## src/rtl/pacman_mover.sv

```systemverilog
// pacman_mover
//   Game-clock Pac-Man motion controller. Keeps the current tile and a sub-tile
//   pixel offset along the facing direction, and latches the latest joystick
//   request. Turns are taken only at tile centres, walls stop motion, and the
//   side tunnel wraps the x tile. Runs the life cycle alive -> dying -> dead.
//
// Ports
//   clk, rst          game-logic clock, synchronous active-high reset
//   tick              one-cycle game-step enable; all motion decisions use it
//   req_valid/req_dir joystick request (0 right, 1 up, 2 left, 3 down)
//   blocked[3:0]      blocked[d]=1 when the neighbour tile in direction d is closed
//   kill              ghost collision pulse (acts in IDLE/MOVE only)
//   restart           life/level restart pulse (acts in any state)
//   xtile, ytile      current tile to the maze logic
//   xloc, yloc        sprite centre pixel (combinational from registered state)
//   dir, animation    facing direction and mouth/death frame
//   alive, moving     state flags
//   tile_step         one-cycle pulse when the tile changes through movement
//   death_done        one-cycle pulse on the DYING -> DEAD transition
module pacman_mover #(
    parameter int TILE_PX     = 8,
    parameter int MAZE_W      = 28,
    parameter int MAZE_H      = 36,
    parameter int Y_OFS_TILES = 3,
    parameter int START_XTILE = 15,
    parameter int START_YTILE = 25,
    parameter int ANIM_DIV    = 4,
    parameter int DEATH_TICKS = 60
) (
    input  logic       clk,
    input  logic       rst,
    input  logic       tick,
    input  logic       req_valid,
    input  logic [1:0] req_dir,
    input  logic [3:0] blocked,
    input  logic       kill,
    input  logic       restart,
    output logic [6:0] xtile,
    output logic [6:0] ytile,
    output logic [9:0] xloc,
    output logic [9:0] yloc,
    output logic [1:0] dir,
    output logic [1:0] animation,
    output logic       alive,
    output logic       moving,
    output logic       tile_step,
    output logic       death_done
);

    localparam int OFS_W = $clog2(TILE_PX);
    localparam int AD_W  = (ANIM_DIV > 1) ? $clog2(ANIM_DIV) : 1;
    localparam int DC_W  = $clog2(DEATH_TICKS);
    localparam int DA_W  = DC_W + 2;

    localparam logic [OFS_W-1:0] OFS_MAX  = OFS_W'(TILE_PX - 1);
    localparam logic [9:0]       HALF_PX  = 10'(TILE_PX / 2 - 1);
    localparam logic [AD_W-1:0]  AD_LAST  = AD_W'(ANIM_DIV - 1);
    localparam logic [DC_W-1:0]  DC_LAST  = DC_W'(DEATH_TICKS - 1);
    localparam logic [DA_W-1:0]  DEATH_Q1 = DA_W'(DEATH_TICKS);
    localparam logic [DA_W-1:0]  DEATH_Q2 = DA_W'(2 * DEATH_TICKS);
    localparam logic [DA_W-1:0]  DEATH_Q3 = DA_W'(3 * DEATH_TICKS);

    typedef enum logic [1:0] {IDLE, MOVE, DYING, DEAD} state_t;

    state_t           state_reg;
    logic [6:0]       xtile_reg, ytile_reg;
    logic [OFS_W-1:0] off_reg;
    logic [1:0]       dir_reg, pending_reg, anim_reg;
    logic [AD_W-1:0]  anim_div_reg;
    logic [DC_W-1:0]  death_cnt_reg;
    logic             tile_step_reg, death_done_reg;

    logic [1:0]       pend_next;
    logic [6:0]       xtile_next, ytile_next;
    logic [DC_W-1:0]  death_cnt_next;
    logic [DA_W-1:0]  death_cnt_x4;
    logic [1:0]       death_anim_next;
    logic [9:0]       x_base, y_base, off_ext;

    // A request arriving on a tick cycle is already the one acted upon.
    assign pend_next = req_valid ? req_dir : pending_reg;

    // Neighbour tile in the current facing direction; x wraps through the tunnel.
    always_comb begin
        xtile_next = xtile_reg;
        ytile_next = ytile_reg;
        case (dir_reg)
            2'd0: xtile_next = (xtile_reg == 7'(MAZE_W - 1)) ? 7'd0 : xtile_reg + 7'd1;
            2'd1: ytile_next = (ytile_reg == 7'd0) ? ytile_reg : ytile_reg - 7'd1;
            2'd2: xtile_next = (xtile_reg == 7'd0) ? 7'(MAZE_W - 1) : xtile_reg - 7'd1;
            default: ytile_next = (ytile_reg == 7'(MAZE_H - 1)) ? ytile_reg : ytile_reg + 7'd1;
        endcase
    end

    // Death frame = min(3, cnt*4/DEATH_TICKS), done with compares instead of a divider.
    assign death_cnt_next = death_cnt_reg + DC_W'(1);
    assign death_cnt_x4   = {death_cnt_next, 2'b00};
    always_comb begin
        if (death_cnt_x4 >= DEATH_Q3)      death_anim_next = 2'd3;
        else if (death_cnt_x4 >= DEATH_Q2) death_anim_next = 2'd2;
        else if (death_cnt_x4 >= DEATH_Q1) death_anim_next = 2'd1;
        else                               death_anim_next = 2'd0;
    end

    always_ff @(posedge clk) begin
        if (rst || restart) begin
            state_reg      <= IDLE;
            xtile_reg      <= 7'(START_XTILE);
            ytile_reg      <= 7'(START_YTILE);
            off_reg        <= '0;
            dir_reg        <= 2'd2;
            pending_reg    <= 2'd2;
            anim_reg       <= 2'd0;
            anim_div_reg   <= '0;
            death_cnt_reg  <= '0;
            tile_step_reg  <= 1'b0;
            death_done_reg <= 1'b0;
        end else begin
            tile_step_reg  <= 1'b0;
            death_done_reg <= 1'b0;
            if (req_valid) pending_reg <= req_dir;

            case (state_reg)
                IDLE, MOVE: begin
                    if (kill) begin
                        state_reg     <= DYING;
                        death_cnt_reg <= '0;
                        anim_reg      <= 2'd0;
                    end else if (tick && state_reg == IDLE) begin
                        if (!blocked[pend_next]) begin
                            dir_reg      <= pend_next;
                            off_reg      <= OFS_W'(1);
                            anim_div_reg <= '0;
                            state_reg    <= MOVE;
                        end
                    end else if (tick) begin
                        if (anim_div_reg == AD_LAST) begin
                            anim_div_reg <= '0;
                            anim_reg     <= anim_reg + 2'd1;
                        end else begin
                            anim_div_reg <= anim_div_reg + AD_W'(1);
                        end

                        if (off_reg != '0) begin
                            if (pend_next == (dir_reg ^ 2'b10)) begin
                                // Re-express the same pixel from the tile we were heading to.
                                dir_reg       <= pend_next;
                                xtile_reg     <= xtile_next;
                                ytile_reg     <= ytile_next;
                                off_reg       <= OFS_W'(TILE_PX - int'(off_reg));
                                tile_step_reg <= 1'b1;
                            end else if (off_reg == OFS_MAX) begin
                                off_reg       <= '0;
                                xtile_reg     <= xtile_next;
                                ytile_reg     <= ytile_next;
                                tile_step_reg <= 1'b1;
                            end else begin
                                off_reg <= off_reg + OFS_W'(1);
                            end
                        end else if (!blocked[pend_next]) begin
                            dir_reg <= pend_next;
                            off_reg <= OFS_W'(1);
                        end else if (!blocked[dir_reg]) begin
                            off_reg <= OFS_W'(1);
                        end else begin
                            state_reg <= IDLE;
                        end
                    end
                end
                DYING: begin
                    if (tick) begin
                        if (death_cnt_reg == DC_LAST) begin
                            state_reg      <= DEAD;
                            death_done_reg <= 1'b1;
                        end else begin
                            death_cnt_reg <= death_cnt_next;
                            anim_reg      <= death_anim_next;
                        end
                    end
                end
                default: ; // DEAD: frozen until restart/rst
            endcase
        end
    end

    // Pixel position: tile centre shifted by the offset along the facing axis.
    assign off_ext = {{(10 - OFS_W){1'b0}}, off_reg};
    assign x_base  = ({3'b000, xtile_reg} << OFS_W) + HALF_PX;
    assign y_base  = (({3'b000, ytile_reg} + 10'(Y_OFS_TILES)) << OFS_W) + HALF_PX;

    always_comb begin
        xloc = x_base;
        yloc = y_base;
        case (dir_reg)
            2'd0: xloc = x_base + off_ext;
            2'd1: yloc = y_base - off_ext;
            2'd2: xloc = x_base - off_ext;
            default: yloc = y_base + off_ext;
        endcase
    end

    assign xtile      = xtile_reg;
    assign ytile      = ytile_reg;
    assign dir        = dir_reg;
    assign animation  = anim_reg;
    assign alive      = (state_reg == IDLE) || (state_reg == MOVE);
    assign moving     = (state_reg == MOVE);
    assign tile_step  = tile_step_reg;
    assign death_done = death_done_reg;

endmodule
```

## config.mk

```make
export PLATFORM = sky130hd
export DESIGN_NAME = pacman_mover
export DESIGN_NICKNAME = d
export VERILOG_FILES = /design/src/rtl/pacman_mover.sv
export SDC_FILE = /design/constraint.sdc
export NUM_CORES = 1
export LEC_CHECK = 0
export ABC_AREA = 1
export CAP_MARGIN = 20
export CORE_AREA = 2 2 102 74
export DETAILED_ROUTE_END_ITERATION = 10
export DIE_AREA = 0 0 104 76
export GPL_TIMING_DRIVEN = 0
export PLACE_DENSITY = 0.77
export SLEW_MARGIN = 20
export SYNTH_ARGS = -nofsm -noshare
export SYNTH_HDL_FRONTEND = slang
export SYNTH_SLANG_ARGS = --single-unit
```

## constraint.sdc

```tcl
create_clock -name clk -period 2.4 [get_ports clk]
set_input_delay 0.48 -clock clk [delete_from_list [all_inputs] [get_ports clk]]
set_output_delay 0.48 -clock clk [all_outputs]
set_load 0.1 [all_outputs]
```

### After elaboration in Yosys (flattened, before gate mapping)

Cells that the tools add are included.
W data, S select, Z words.

* word-level logic and storage cells: 147
* register bits: 35
* input bits: 12
* RAM bits: 0
* bits in latches: 0
* memory bits (read-only): 0
* memories kept: 0

* $mul: 0
* shift-type cells: 0
* mux-type cells: 61
* reduce and logical (&&, ||, !) cells: 22
* divide/modulo/power cells: 0
* $add $sub $neg: 16
* bitwise logic cells: 7
* equal/unequal tests: 25
* $lt $le $gt $ge: 5

Operators by type and width (count)
* $mux W7: 8
* $mux W2: 27
* $pmux W10 S2: 2
* $pmux W7 S2: 2
* $mux W3: 8
* $add A10 B2 Y10 const B: 2
* $add A10 B3 Y10: 2
* $ne A4 B4 Y1 const B: 5
* $sub A10 B3 Y10: 2
* $mux W6: 3
* $add A7 B1 Y7 const B: 2
* $logic_not A7 Y1: 2
* $sub A7 B1 Y7 const B: 2
* $ne A3 B3 Y1 const B: 4
* $pmux W6 S2: 1
* $reduce_and A4 Y1: 3
* $reduce_and A6 Y1: 2
* $ne A2 B2 Y1 const B: 5
* $ge A8 B6 Y1 const B: 1
* $ge A8 B7 Y1 const B: 1
* $ge A8 B8 Y1 const B: 1
* $pmux W2 S2: 2
* $reduce_and A8 Y1: 1
* $add A7 B2 Y7 const B: 1
* 25 further kinds: 47

### Longest topological paths before layout

Gate-level depths: netlist of run 1.

* word-level depth: 9
* depth in mapped cells: 13

### Worst setup path before layout of run 1

Ideal clock, no wire load.

* path type: flip-flop to output port
* start: register xtile_reg[0], in the netlist xtile[0]
* end: output xloc[6]
* path slack: -2.159 ns
* stages on the path, launching flop included: 6
* path buffers: 0
* arrival: 4.079 ns
* cells stage by stage: dfxtp_1 -> inv_1 -> ha_1 -> inv_1 -> nor3_1 -> o32ai_1

* longest elaborated chain between the ends: 3
* elaborated cells between the ends (all ways): 4
* those cells by class: 3 x add/sub; 1 x mux

Ends and longest elaborated chain
* start, declared: RTL line 66 `logic [6:0] xtile_reg, ytile_reg;`
* start signal, assigned: RTL line 108 `xtile_reg <= 7'(START_XTILE);`
* start signal, assigned: RTL line 148 `xtile_reg <= xtile_next;`
* start signal, assigned: RTL line 154 `xtile_reg <= xtile_next;`
* $add A10 B2 Y10 (*): RTL line 188 `assign x_base = ({3'b000, xtile_reg} << OFS_W) + HALF_PX;`
* $sub A10 B3 Y10 / $add A10 B3 Y10 (equally long branches): RTL line 197, 195
* $pmux W10 S2 (*): RTL line 194 `case (dir_reg)`
* end, declared: RTL line 40 `output logic [9:0] xloc,`

Mark *: on every way between the ends. The rest lies on a longest branch, timed or not.

### Final worst setup path of run 1

* start: register ytile_reg[0], in the netlist ytile[0]
* end: output yloc[8]

* longest elaborated chain between the ends: 4
* elaborated cells between the ends (all ways): 5
* those cells by class: 4 x add/sub; 1 x mux

Ends and longest elaborated chain
* start, declared: RTL line 66
* start signal, assigned: RTL line 109 `ytile_reg <= 7'(START_YTILE);`
* start signal, assigned: RTL line 149 `ytile_reg <= ytile_next;`
* start signal, assigned: RTL line 155 `ytile_reg <= ytile_next;`
* $add A7 B2 Y7 (*): RTL line 189 `assign y_base = (({3'b000, ytile_reg} + 10'(Y_OFS_TILES)) << OFS_W) + HALF_PX;`
* $add A10 B2 Y10 (*): RTL line 189
* via y_base[3]: RTL line 78 `logic [9:0] x_base, y_base, off_ext;`
* $add A10 B3 Y10 / $sub A10 B3 Y10 (equally long branches): RTL line 198, 196
* $pmux W10 S2 (*): RTL line 194
* end, declared: RTL line 41 `output logic [9:0] yloc,`

Mark *: on every way through the listed nets, which the timed path passes. The rest lies on a longest branch.

==> results of run 1 <==
kinds of logic (layout without fill, tap and decap cells):
logic type,after synthesis,count (layout)
compound gates,85,85
xor+xnor,32,32
fa+ha+maj,28,28
buf+inv,83,174
flops,35,35
simple gates,256,256
power groups by stage:
stage / combinational [mW] / sequential (mW) / clock (mW)
after CTS: 0.327 / 0.597 / 0.568
after global routing: 0.376 / 0.599 / 0.594
after floorplan: 0.219 / 0.628 / 0
after global placement: 0.318 / 0.610 / 0
after detailed placement: 0.322 / 0.610 / 0
final: 0.350 / 0.597 / 0.568
synth_stat cells, types with 2 or more instances:
cell / instances / share of area (%)
sky130_fd_sc_hd__a211oi_1: 2 / 0.45
sky130_fd_sc_hd__a21oi_1: 21 / 3.1
sky130_fd_sc_hd__a21oi_2: 5 / 1.3
sky130_fd_sc_hd__a31oi_1: 3 / 0.56
sky130_fd_sc_hd__buf_2: 3 / 0.45
sky130_fd_sc_hd__buf_6: 2 / 0.67
sky130_fd_sc_hd__clkbuf_1: 2 / 0.22
sky130_fd_sc_hd__dfxtp_1: 35 / 21
sky130_fd_sc_hd__ha_1: 27 / 10
sky130_fd_sc_hd__inv_1: 65 / 7.2
sky130_fd_sc_hd__inv_2: 6 / 0.67
sky130_fd_sc_hd__nand2_1: 120 / 13
sky130_fd_sc_hd__nand2_2: 7 / 1.3
sky130_fd_sc_hd__nand3_1: 41 / 6.1
sky130_fd_sc_hd__nand3b_1: 2 / 0.45
sky130_fd_sc_hd__nand4_1: 9 / 1.7
sky130_fd_sc_hd__nor2_1: 50 / 5.6
sky130_fd_sc_hd__nor2_2: 5 / 0.93
sky130_fd_sc_hd__nor2_4: 2 / 0.67
sky130_fd_sc_hd__nor3_1: 9 / 1.3
sky130_fd_sc_hd__o21ai_0: 26 / 3.9
sky130_fd_sc_hd__o21ai_1: 7 / 1.0
sky130_fd_sc_hd__o21ai_2: 5 / 1.3
sky130_fd_sc_hd__o221ai_1: 2 / 0.52
sky130_fd_sc_hd__o22ai_1: 6 / 1.1
sky130_fd_sc_hd__o32ai_1: 2 / 0.52
sky130_fd_sc_hd__or2_2: 3 / 0.56
sky130_fd_sc_hd__xnor2_1: 6 / 1.6
sky130_fd_sc_hd__xor2_1: 26 / 6.8
path summary, 6_finish.rpt:
check / end / slack, ns / start
setup reg to reg: xtile[5] / 0.36 / off_reg[0]
hold / removal: anim_div_reg[1] / 0.48 / anim_div_reg[1]
hold reg to reg: anim_div_reg[1] / 0.48 / anim_div_reg[1]
setup / recovery: yloc[8] / -0.20 / ytile[0]
placed cells by master, fill, tap and decap left out, drive strengths merged:
master,n
inv,67
buf,52
nor4b,1
nand3,43
a21o,1
o211a,1
dlymetal6s2s,4
bufinv,1
xnor2,6
o22ai,6
or2,3
a211oi,2
o21ai,38
o221ai,2
nand2,129
clkbuf,9
clkdlybuf4s15,1
xor2,26
nand3b,2
nor3,10
a21boi,1
dfxtp,35
nor3b,1
o21bai,1
fa,1
dlygate4sd2,10
a22oi,1
o211ai,1
nor2,57
clkinvlp,5
and3,1
o32ai,2
nand4,9
clkdlybuf4s50,20
clkinv,5
ha,27
a21oi,26
a31oi,3
metal layers:
metal	vias to the layer above	track usage (%)	wire, µm
met4	0	7.297	265
met3	33	3.935	1047
met1	1782	37.99	5108
li1	1871	-	-
met5	-	0	0
met2	225	41.84	5197
timing repair:
item,CTS,global route
gates resized for setup,176,50
pin swaps,10,23
setup buffers,10,21
hold buffers,0,0
hold endpoints to repair,0,0
setup endpoints to repair,25,18
critical path, delay by kind of cell (launching register included):
family / cells / cell delay [ns]
xor+xnor: 2 / 0.41
flops: 1 / 0.45
fa+ha+maj: 1 / 0.18
simple gates: 3 / 0.30
compound gates: 1 / 0.15
buf+inv: 3 / 0.31
area by class of cell:
class                      instances  area, µm²
clock inverter                     3      43.79
buffer                             7      56.30
multi-input combinational        401       2865
sequential                        35      747.0
timing repair buffer              84      838.3
inverter                          75      335.3
fill                             529       1949
clock buffer                       5      68.82
tap                               98      122.6
metrics by stage:
step / setup TNS, ns / std cells / worst slack (ns)
after floorplan: -1.009 / 519 / -0.1940
after global routing: -1.137 / 708 / -0.3232
final: -0.5168 / 708 / -0.2045
after global placement: -11.44 / 670 / -1.038
after detailed placement: -11.59 / 670 / -1.040
after CTS: -0.3105 / 688 / -0.1194
==> flow_summary.html, run 1 <==
<table>
<tr><th>Metric</th><th>Value</th></tr>
<tr><th colspan="2">Clock network</th></tr>
<tr><td>CTS buffer count</td><td>5</td></tr>
<tr><td>Clock tree from TritonCTS</td><td>yes</td></tr>
<tr><td>Number of H-tree branching levels</td><td>2</td></tr>
<tr><td>Worst-path clk slew</td><td>0.08 ns</td></tr>
<tr><td>Number of buffers on the longest clock path</td><td>2</td></tr>
<tr><td>Clock root buffer</td><td>sky130_fd_sc_hd__clkbuf_8</td></tr>
<tr><td>Number of sinks on the clock net</td><td>35</td></tr>
<tr><td>Clock latency on the worst-skew pair</td><td>0.30 ns</td></tr>
<tr><th colspan="2">STA</th></tr>
<tr><td>Slew Limit Fails</td><td>0</td></tr>
<tr><td>Final period demand of the worst path</td><td>2.605 ns</td></tr>
<tr><td>Hold WS</td><td>0.4822 ns</td></tr>
<tr><td>Total count of hold-check failures in the final report</td><td>0</td></tr>
<tr><td>Tightest slew margin relative to the limit</td><td>33.61%</td></tr>
<tr><td>Final setup violation count</td><td>5</td></tr>
<tr><td>Fmax</td><td>0.3840 GHz</td></tr>
<tr><td>Layout Skew</td><td>0.005269 ns</td></tr>
<tr><td>Setup repair after global routing missed its margin</td><td>yes</td></tr>
<tr><td>Post-layout worst setup margin</td><td>-0.2045 ns</td></tr>
<tr><td>Transition at the pin with the smallest max-transition slack</td><td>0.9928 ns</td></tr>
<tr><td>Ratio of final minimum period to clock period</td><td>108.5%</td></tr>
<tr><th colspan="2">Floorplan</th></tr>
<tr><td>Core area</td><td>0.007027 mm²</td></tr>
<tr><td>Initial Utilization</td><td>47.92%</td></tr>
<tr><td>Die outline width</td><td>104 µm</td></tr>
<tr><td>Cell Rows</td><td>26</td></tr>
<tr><td>Floorplan die area</td><td>0.007904 mm²</td></tr>
<tr><td>Y dimension of the die</td><td>76 µm</td></tr>
<tr><td>I/O Pins</td><td>54</td></tr>
<tr><th colspan="2">Synthesis</th></tr>
<tr><td>Dominant combinational cell family by area after synthesis</td><td>simple AND/OR/NAND/NOR gates</td></tr>
<tr><td>Flop and latch count out of synthesis</td><td>35</td></tr>
<tr><td>Area of the mapped netlist</td><td>0.003367 mm²</td></tr>
<tr><td>Sequential element share of the synthesized area</td><td>20.81%</td></tr>
<tr><td>Multiplexer share of the synthesized area</td><td>0%</td></tr>
<tr><td>Share of synthesized flip-flops with an asynchronous set or reset</td><td>0%</td></tr>
<tr><td>Avg Inst Size Synth</td><td>6.487 µm²</td></tr>
<tr><td>Compound-gate portion of the synthesized area</td><td>15.20%</td></tr>
<tr><td>Number of warnings printed during yosys synthesis</td><td>0</td></tr>
<tr><td>Post-synthesis xor/xnor area fraction</td><td>8.324%</td></tr>
<tr><td>Cell variety after synth</td><td>49</td></tr>
<tr><td>Number of cells produced by synthesis</td><td>519</td></tr>
<tr><td>Post-synth EDFFs</td><td>0</td></tr>
<tr><td>Primary flip-flop cell chosen by synthesis mapping</td><td>sky130_fd_sc_hd__dfxtp_1</td></tr>
<tr><td>Syn_nets</td><td>559</td></tr>
<tr><td>Synth Area in Simple Gates</td><td>34.86%</td></tr>
<tr><td>Synth Area in Adders</td><td>10.63%</td></tr>
<tr><th colspan="2">Route</th></tr>
<tr><td>Mean routed wirelength per cell</td><td>16.41 µm</td></tr>
<tr><td>Count of antenna-violating nets left after detailed routing</td><td>0</td></tr>
<tr><td>Wirelength, routed</td><td>11,620 µm</td></tr>
<tr><td>Vias</td><td>3,911</td></tr>
<tr><td>Remaining routing DRC violations</td><td>0</td></tr>
<tr><td>Via-to-Cell Ratio</td><td>5.524</td></tr>
<tr><td>DRT Pass-1 Iters</td><td>5</td></tr>
<tr><td>DRC violation total after the first TritonRoute iteration</td><td>441</td></tr>
<tr><th colspan="2">Finish</th></tr>
<tr><td>Fraction of final layout cells sized beyond drive strength 1</td><td>32.30%</td></tr>
<tr><td>Post-layout util</td><td>72.26%</td></tr>
<tr><td>Antenna Cells</td><td>0</td></tr>
<tr><td>Area growth from synthesis to layout</td><td>50.80%</td></tr>
<tr><td>Net count of the finished layout</td><td>649</td></tr>
<tr><td>Summed area of non-filler cells in the final layout</td><td>0.005077 mm²</td></tr>
<tr><th colspan="2">GRT</th></tr>
<tr><td>Number of global-route vias before repair</td><td>3,454</td></tr>
<tr><td>First-pass GRT wire length</td><td>17,030 µm</td></tr>
<tr><td>Total grt overflow</td><td>0</td></tr>
<tr><td>Antenna violations before repair</td><td>0</td></tr>
<tr><td>Global-route usage over all layers</td><td>26.57%</td></tr>
<tr><td>Pin count of the biggest net entering global routing</td><td>13</td></tr>
<tr><th colspan="2">Pwr</th></tr>
<tr><td>Power density relative to cell area</td><td>298.4 mW/mm²</td></tr>
<tr><td>Total Power</td><td>1.515 mW</td></tr>
<tr><td>Internal cell power</td><td>1.001 mW</td></tr>
<tr><td>Fraction of power consumed by sequential logic</td><td>39.4%</td></tr>
<tr><td>Clock network power share</td><td>37.5%</td></tr>
<tr><td>Net switching fraction of the power</td><td>33.94%</td></tr>
<tr><td>Peak supply drop</td><td>0.3709 mV</td></tr>
<tr><td>Combinational power share</td><td>23.1%</td></tr>
<tr><td>Leak Pwr</td><td>2.221 nW</td></tr>
<tr><td>Net switching power</td><td>0.5142 mW</td></tr>
<tr><th colspan="2">Worst setup path</th></tr>
<tr><td>Crit path arrival time</td><td>2.12 ns</td></tr>
<tr><td>Slowest stage cell on the critical path</td><td>sky130_fd_sc_hd__dfxtp_4</td></tr>
<tr><td>Ordered list of cells on the worst path</td><td>inv_8, ha_4, inv_4, nand3_4, xor2_4, nand2_1, o21ai_2, nand2_2, xor2_4, buf_12</td></tr>
<tr><td>Kind of critical path</td><td>reg2out</td></tr>
<tr><td>CP required</td><td>1.92 ns</td></tr>
<tr><td>Crit path largest cell delay</td><td>0.45 ns</td></tr>
<tr><td>Crit path launch type</td><td>register</td></tr>
<tr><td>Critical Path End Type</td><td>output port</td></tr>
<tr><td>Largest driver fanout on the critical path</td><td>6</td></tr>
<tr><td>Worst Reg-to-Reg Cells</td><td>9</td></tr>
<tr><td>Most used cell, CP</td><td>sky130_fd_sc_hd__xor2_4</td></tr>
<tr><th colspan="2">Place</th></tr>
<tr><td>Gp weighted congestion</td><td>0.9004</td></tr>
<tr><td>Detailed placement HPWL</td><td>7401 µm</td></tr>
<tr><td>Count of buffers inserted at the top-level ports</td><td>53</td></tr>
<tr><td>Dpl cell area</td><td>0.004355 mm²</td></tr>
<tr><th colspan="2">Min path</th></tr>
<tr><td>Path class of the lowest-slack min-delay path</td><td>reg2reg</td></tr>
<tr><td>Min-Delay Path Depth</td><td>2</td></tr>
<tr><th colspan="2">Status</th></tr>
<tr><td>Run status</td><td>finished, violations left</td></tr>
<tr><td>Failing checks</td><td>setup timing</td></tr>
<tr><th colspan="2">Run</th></tr>
<tr><td># Max-Cap Violations</td><td>0</td></tr>
</table>
No activity file was read; power rests on OpenSTA's default activity.
==> inputs of run 2 (changes only) <==
--- a/config.mk
+++ b/config.mk
@@ -7,11 +7,11 @@
 export LEC_CHECK = 0
 export ABC_AREA = 1
 export CAP_MARGIN = 20
-export CORE_AREA = 2 2 102 74
+export CORE_AREA = 2 2 97 71
 export DETAILED_ROUTE_END_ITERATION = 10
-export DIE_AREA = 0 0 104 76
+export DIE_AREA = 0 0 99 73
 export GPL_TIMING_DRIVEN = 0
-export PLACE_DENSITY = 0.77
+export PLACE_DENSITY = 0.8
 export SLEW_MARGIN = 20
 export SYNTH_ARGS = -nofsm -noshare
 export SYNTH_HDL_FRONTEND = slang
==> constraint.sdc (replaced) <==
create_clock -name clk -period 2.8 [get_ports clk]
set_input_delay 0.56 -clock clk [delete_from_list [all_inputs] [get_ports clk]]
set_output_delay 0.56 -clock clk [all_outputs]
set_load 0.1 [all_outputs]
==> flow_summary.html, run 2 (synthesis results as in run 1) <==
<table>
<tr><th>Metric</th><th>Value</th></tr>
<tr><th colspan="2">Floorplan</th></tr>
<tr><td>Core area</td><td>0.006412 mm² (-8.7%)</td></tr>
<tr><td>Initial Utilization</td><td>52.51% (+4.6 points)</td></tr>
<tr><td>Die outline width</td><td>99 µm (-4.8%)</td></tr>
<tr><td>Y dimension of the die</td><td>73 µm (-3.9%)</td></tr>
<tr><td>Cell Rows</td><td>25 (-3.8%)</td></tr>
<tr><td>Floorplan die area</td><td>0.007227 mm² (-8.6%)</td></tr>
<tr><td>I/O Pins</td><td>54 (unchanged)</td></tr>
<tr><th colspan="2">Place</th></tr>
<tr><td>Worst Setup Slack post-DPL</td><td>-0.6979 ns (+0.3426 ns)</td></tr>
<tr><td>Gp weighted congestion</td><td>0.9733 (+8.1%)</td></tr>
<tr><td>Detailed placement HPWL</td><td>6973 µm (-5.8%)</td></tr>
<tr><td>Count of buffers inserted at the top-level ports</td><td>53 (unchanged)</td></tr>
<tr><th colspan="2">Worst setup path</th></tr>
<tr><td>Crit path launch type</td><td>register</td></tr>
<tr><td>Crit path largest cell delay</td><td>0.41 ns (-0.04 ns)</td></tr>
<tr><td>Crit path arrival time</td><td>2.17 ns (+0.05 ns)</td></tr>
<tr><td>Slack of the worst reg-to-reg path</td><td>0.70 ns (+0.34 ns)</td></tr>
<tr><td>CP required</td><td>2.24 ns (+0.32 ns)</td></tr>
<tr><td>End of the worst register-to-register path</td><td>xtile[5]</td></tr>
<tr><td>Largest driver fanout on the critical path</td><td>8 (+2)</td></tr>
<tr><td>Worst Setup SP</td><td>dir[1]</td></tr>
<tr><td>Ordered list of cells on the worst path</td><td>nor2_2, inv_1, o32ai_4, xor2_4, buf_4</td></tr>
<tr><td>Kind of critical path</td><td>reg2out</td></tr>
<tr><td>Slowest stage cell on the critical path</td><td>sky130_fd_sc_hd__dfxtp_2</td></tr>
<tr><td>Capturing instance or port of the critical path</td><td>xloc[7]</td></tr>
<tr><td>Worst Reg-to-Reg Cells</td><td>9 (unchanged)</td></tr>
<tr><td>Critical Path End Type</td><td>output port</td></tr>
<tr><td>Launch point of the worst reg-to-reg path</td><td>off_reg[0]</td></tr>
<tr><th colspan="2">STA</th></tr>
<tr><td>Post-layout worst setup margin</td><td>0.07495 ns (+0.2795 ns)</td></tr>
<tr><td>Transition at the pin with the smallest max-transition slack</td><td>0.9909 ns (-0.001867 ns)</td></tr>
<tr><td>Setup repair after global routing missed its margin</td><td>yes</td></tr>
<tr><td>Layout Skew</td><td>0.008617 ns (+0.003348 ns)</td></tr>
<tr><td>Hold WS</td><td>0.4719 ns (-0.01030 ns)</td></tr>
<tr><td>Ratio of final minimum period to clock period</td><td>97.32%</td></tr>
<tr><td>Final period demand of the worst path</td><td>2.725 ns</td></tr>
<tr><td>Slew Limit Fails</td><td>0 (unchanged)</td></tr>
<tr><td>Fmax</td><td>0.3670 GHz</td></tr>
<tr><td>Final setup violation count</td><td>0 (-5)</td></tr>
<tr><td>Tightest slew margin relative to the limit</td><td>33.73% (+0.12 points)</td></tr>
<tr><td>Total count of hold-check failures in the final report</td><td>0 (unchanged)</td></tr>
<tr><th colspan="2">Route</th></tr>
<tr><td>Via-to-Cell Ratio</td><td>5.498 (-0.48%)</td></tr>
<tr><td>Count of antenna-violating nets left after detailed routing</td><td>0 (unchanged)</td></tr>
<tr><td>DRC violation total after the first TritonRoute iteration</td><td>253 (-43%)</td></tr>
<tr><td>Mean routed wirelength per cell</td><td>13.77 µm (-16%)</td></tr>
<tr><td>Remaining routing DRC violations</td><td>0 (unchanged)</td></tr>
<tr><td>DRT Pass-1 Iters</td><td>5 (unchanged)</td></tr>
<tr><td>Vias</td><td>3,656 (-6.5%)</td></tr>
<tr><td>Wirelength, routed</td><td>9160 µm (-21%)</td></tr>
<tr><th colspan="2">Finish</th></tr>
<tr><td>Antenna Cells</td><td>0 (unchanged)</td></tr>
<tr><td>Total of fill cells in the finished design</td><td>552 (+4.3%)</td></tr>
<tr><td>Net count of the finished layout</td><td>623 (-4.0%)</td></tr>
<tr><td>Most frequent cells in the layout</td><td>119 x sky130_fd_sc_hd__nand2_1, 60 x sky130_fd_sc_hd__inv_1, 48 x sky130_fd_sc_hd__nor2_1, 40 x sky130_fd_sc_hd__nand3_1, 35 x sky130_fd_sc_hd__clkdlybuf4s50_1</td></tr>
<tr><td>Most common library cell in the layout ignoring fill and taps</td><td>sky130_fd_sc_hd__nand2_1</td></tr>
<tr><td>Area growth from synthesis to layout</td><td>29.36%</td></tr>
<tr><td>Fraction of final layout cells sized beyond drive strength 1</td><td>19.86% (-12 points)</td></tr>
<tr><th colspan="2">GRT</th></tr>
<tr><td>Total grt overflow</td><td>0 (unchanged)</td></tr>
<tr><td>Antenna violations before repair</td><td>0 (unchanged)</td></tr>
<tr><td>Pin count of the biggest net entering global routing</td><td>13 (unchanged)</td></tr>
<tr><td>First-pass GRT wire length</td><td>14,910 µm (-12%)</td></tr>
<tr><td>Global-route usage over all layers</td><td>25.19% (-1.4 points)</td></tr>
<tr><td>Number of global-route vias before repair</td><td>3,294 (-4.6%)</td></tr>
<tr><th colspan="2">Run</th></tr>
<tr><td># Max-Cap Violations</td><td>0 (unchanged)</td></tr>
<tr><th colspan="2">Status</th></tr>
<tr><td>Run status</td><td>finished clean</td></tr>
<tr><th colspan="2">Pwr</th></tr>
<tr><td>Combinational power share</td><td>22.4% (-0.7 points)</td></tr>
<tr><td>Internal cell power</td><td>0.8377 mW (-16%)</td></tr>
<tr><td>Power density relative to cell area</td><td>284.8 mW/mm² (-4.5%)</td></tr>
<tr><td>Leak Pwr</td><td>1.954 nW (-12%)</td></tr>
<tr><td>Fraction of power consumed by sequential logic</td><td>41.7% (+2.3 points)</td></tr>
<tr><td>Clock network power share</td><td>35.9% (-1.6 points)</td></tr>
<tr><td>Total Power</td><td>1.240 mW (-18%)</td></tr>
<tr><td>Net switching fraction of the power</td><td>32.46% (-1.5 points)</td></tr>
<tr><td>Peak supply drop</td><td>0.2667 mV (-28%)</td></tr>
<tr><td>Net switching power</td><td>0.4026 mW (-22%)</td></tr>
<tr><th colspan="2">Clock network</th></tr>
<tr><td>Number of buffers on the longest clock path</td><td>2 (unchanged)</td></tr>
<tr><td>Number of sinks on the clock net</td><td>35 (unchanged)</td></tr>
<tr><td>Clock root buffer</td><td>sky130_fd_sc_hd__clkbuf_8</td></tr>
<tr><td>Clock latency on the worst-skew pair</td><td>0.29 ns (about the same)</td></tr>
<tr><td>Clock tree from TritonCTS</td><td>yes</td></tr>
<tr><td>Worst-path clk slew</td><td>0.08 ns (about the same)</td></tr>
<tr><td>Number of H-tree branching levels</td><td>2 (unchanged)</td></tr>
<tr><td>CTS buffer count</td><td>5 (unchanged)</td></tr>
<tr><th colspan="2">Min path</th></tr>
<tr><td>Path class of the lowest-slack min-delay path</td><td>reg2reg</td></tr>
</table>
run 2: cell types whose count changed in the layout (fill, tap and decap cells not counted), sizes merged:
| cell | change |
|---|---|
| buf | -31 |
| bufinv | -1 |
| clkbuf | +5 |
| clkdlybuf4s15 | +1 |
| clkdlybuf4s50 | +15 |
| clkinv | -1 |
| clkinvlp | -4 |
| dlygate4sd2 | -10 |
| dlymetal6s2s | -4 |
| inv | +4 |
run 2: area by class of cell:
type | instances | area (µm²) | share of cell area (%)
plain buffers | 8 | 52.55 | 1.207
repair buffers | 57 | 526.8 | 12.09
well taps | 81 | 101.3 | 2.327
flip-flops and latches | 35 | 724.4 | 16.63
clock inverters | 1 | 5.005 | 0.1149
multi-input cells | 401 | 2541 | 58.35
inverters | 75 | 296.5 | 6.808
clock buffers | 7 | 107.6 | 2.471
run 2: worst min path at each step:
stage               slack (ns)       startpoint  cells after the start              end
floorplan                 0.45  anim_div_reg[1]                      2  anim_div_reg[1]
global placement          0.46  anim_div_reg[1]                      2  anim_div_reg[1]
detailed placement        0.46  anim_div_reg[1]                      2  anim_div_reg[1]
CTS                       0.47  anim_div_reg[1]                      2  anim_div_reg[1]
global route              0.49  anim_div_reg[1]                      2  anim_div_reg[1]
finish                    0.47  anim_div_reg[1]                      2  anim_div_reg[1]
run 2: worst max-delay path: cells and delay by family, from the launching register on:
kind                   cells  cell delay [ns]
buffers and inverters      2             0.57
flip-flops                 1             0.41
AO/OA/AOI/OAI              1             0.41
AND/OR/NAND/NOR            1             0.34
XOR/XNOR                   1             0.15
run 2: timing repair:
| action | CTS | global route |
|---|---|---|
| pin swaps | 0 | 0 |
| resized for setup | 87 | 25 |
| hold buffers | 0 | 0 |
| setup endpoints to repair | 18 | 16 |
| buffers inserted | 0 | 4 |
run 2: layer usage:
metal / share of wire (%) / global-route usage [%]
met1: 47 / 34.11
met2: 45 / 42.49
met3: 7.3 / 4.119
met4: 1.1 / 5.784
met5: 0 / 0
run 2: through the flow:
stage	util, %	setup TNS [ns]	instance area, µm²	instances
3_3_place_gp	65.23	-5.448	4183	653
2_1_floorplan	-	0	3551	519
5_1_grt	67.92	-0.009659	4355	665
3_5_place_dp	65.23	-5.988	4183	653
6_report	67.92	0	4355	665
4_1_cts	66.73	-0.02700	4279	661
run 2: power by group through the flow:
stage	Clock (mW)	Combinational, mW	Sequential (mW)
floorplan	0	0.183	0.543
global placement	0	0.267	0.528
detailed placement	0	0.271	0.528
CTS	0.448	0.272	0.517
global route	0.472	0.298	0.519
finish	0.446	0.277	0.517
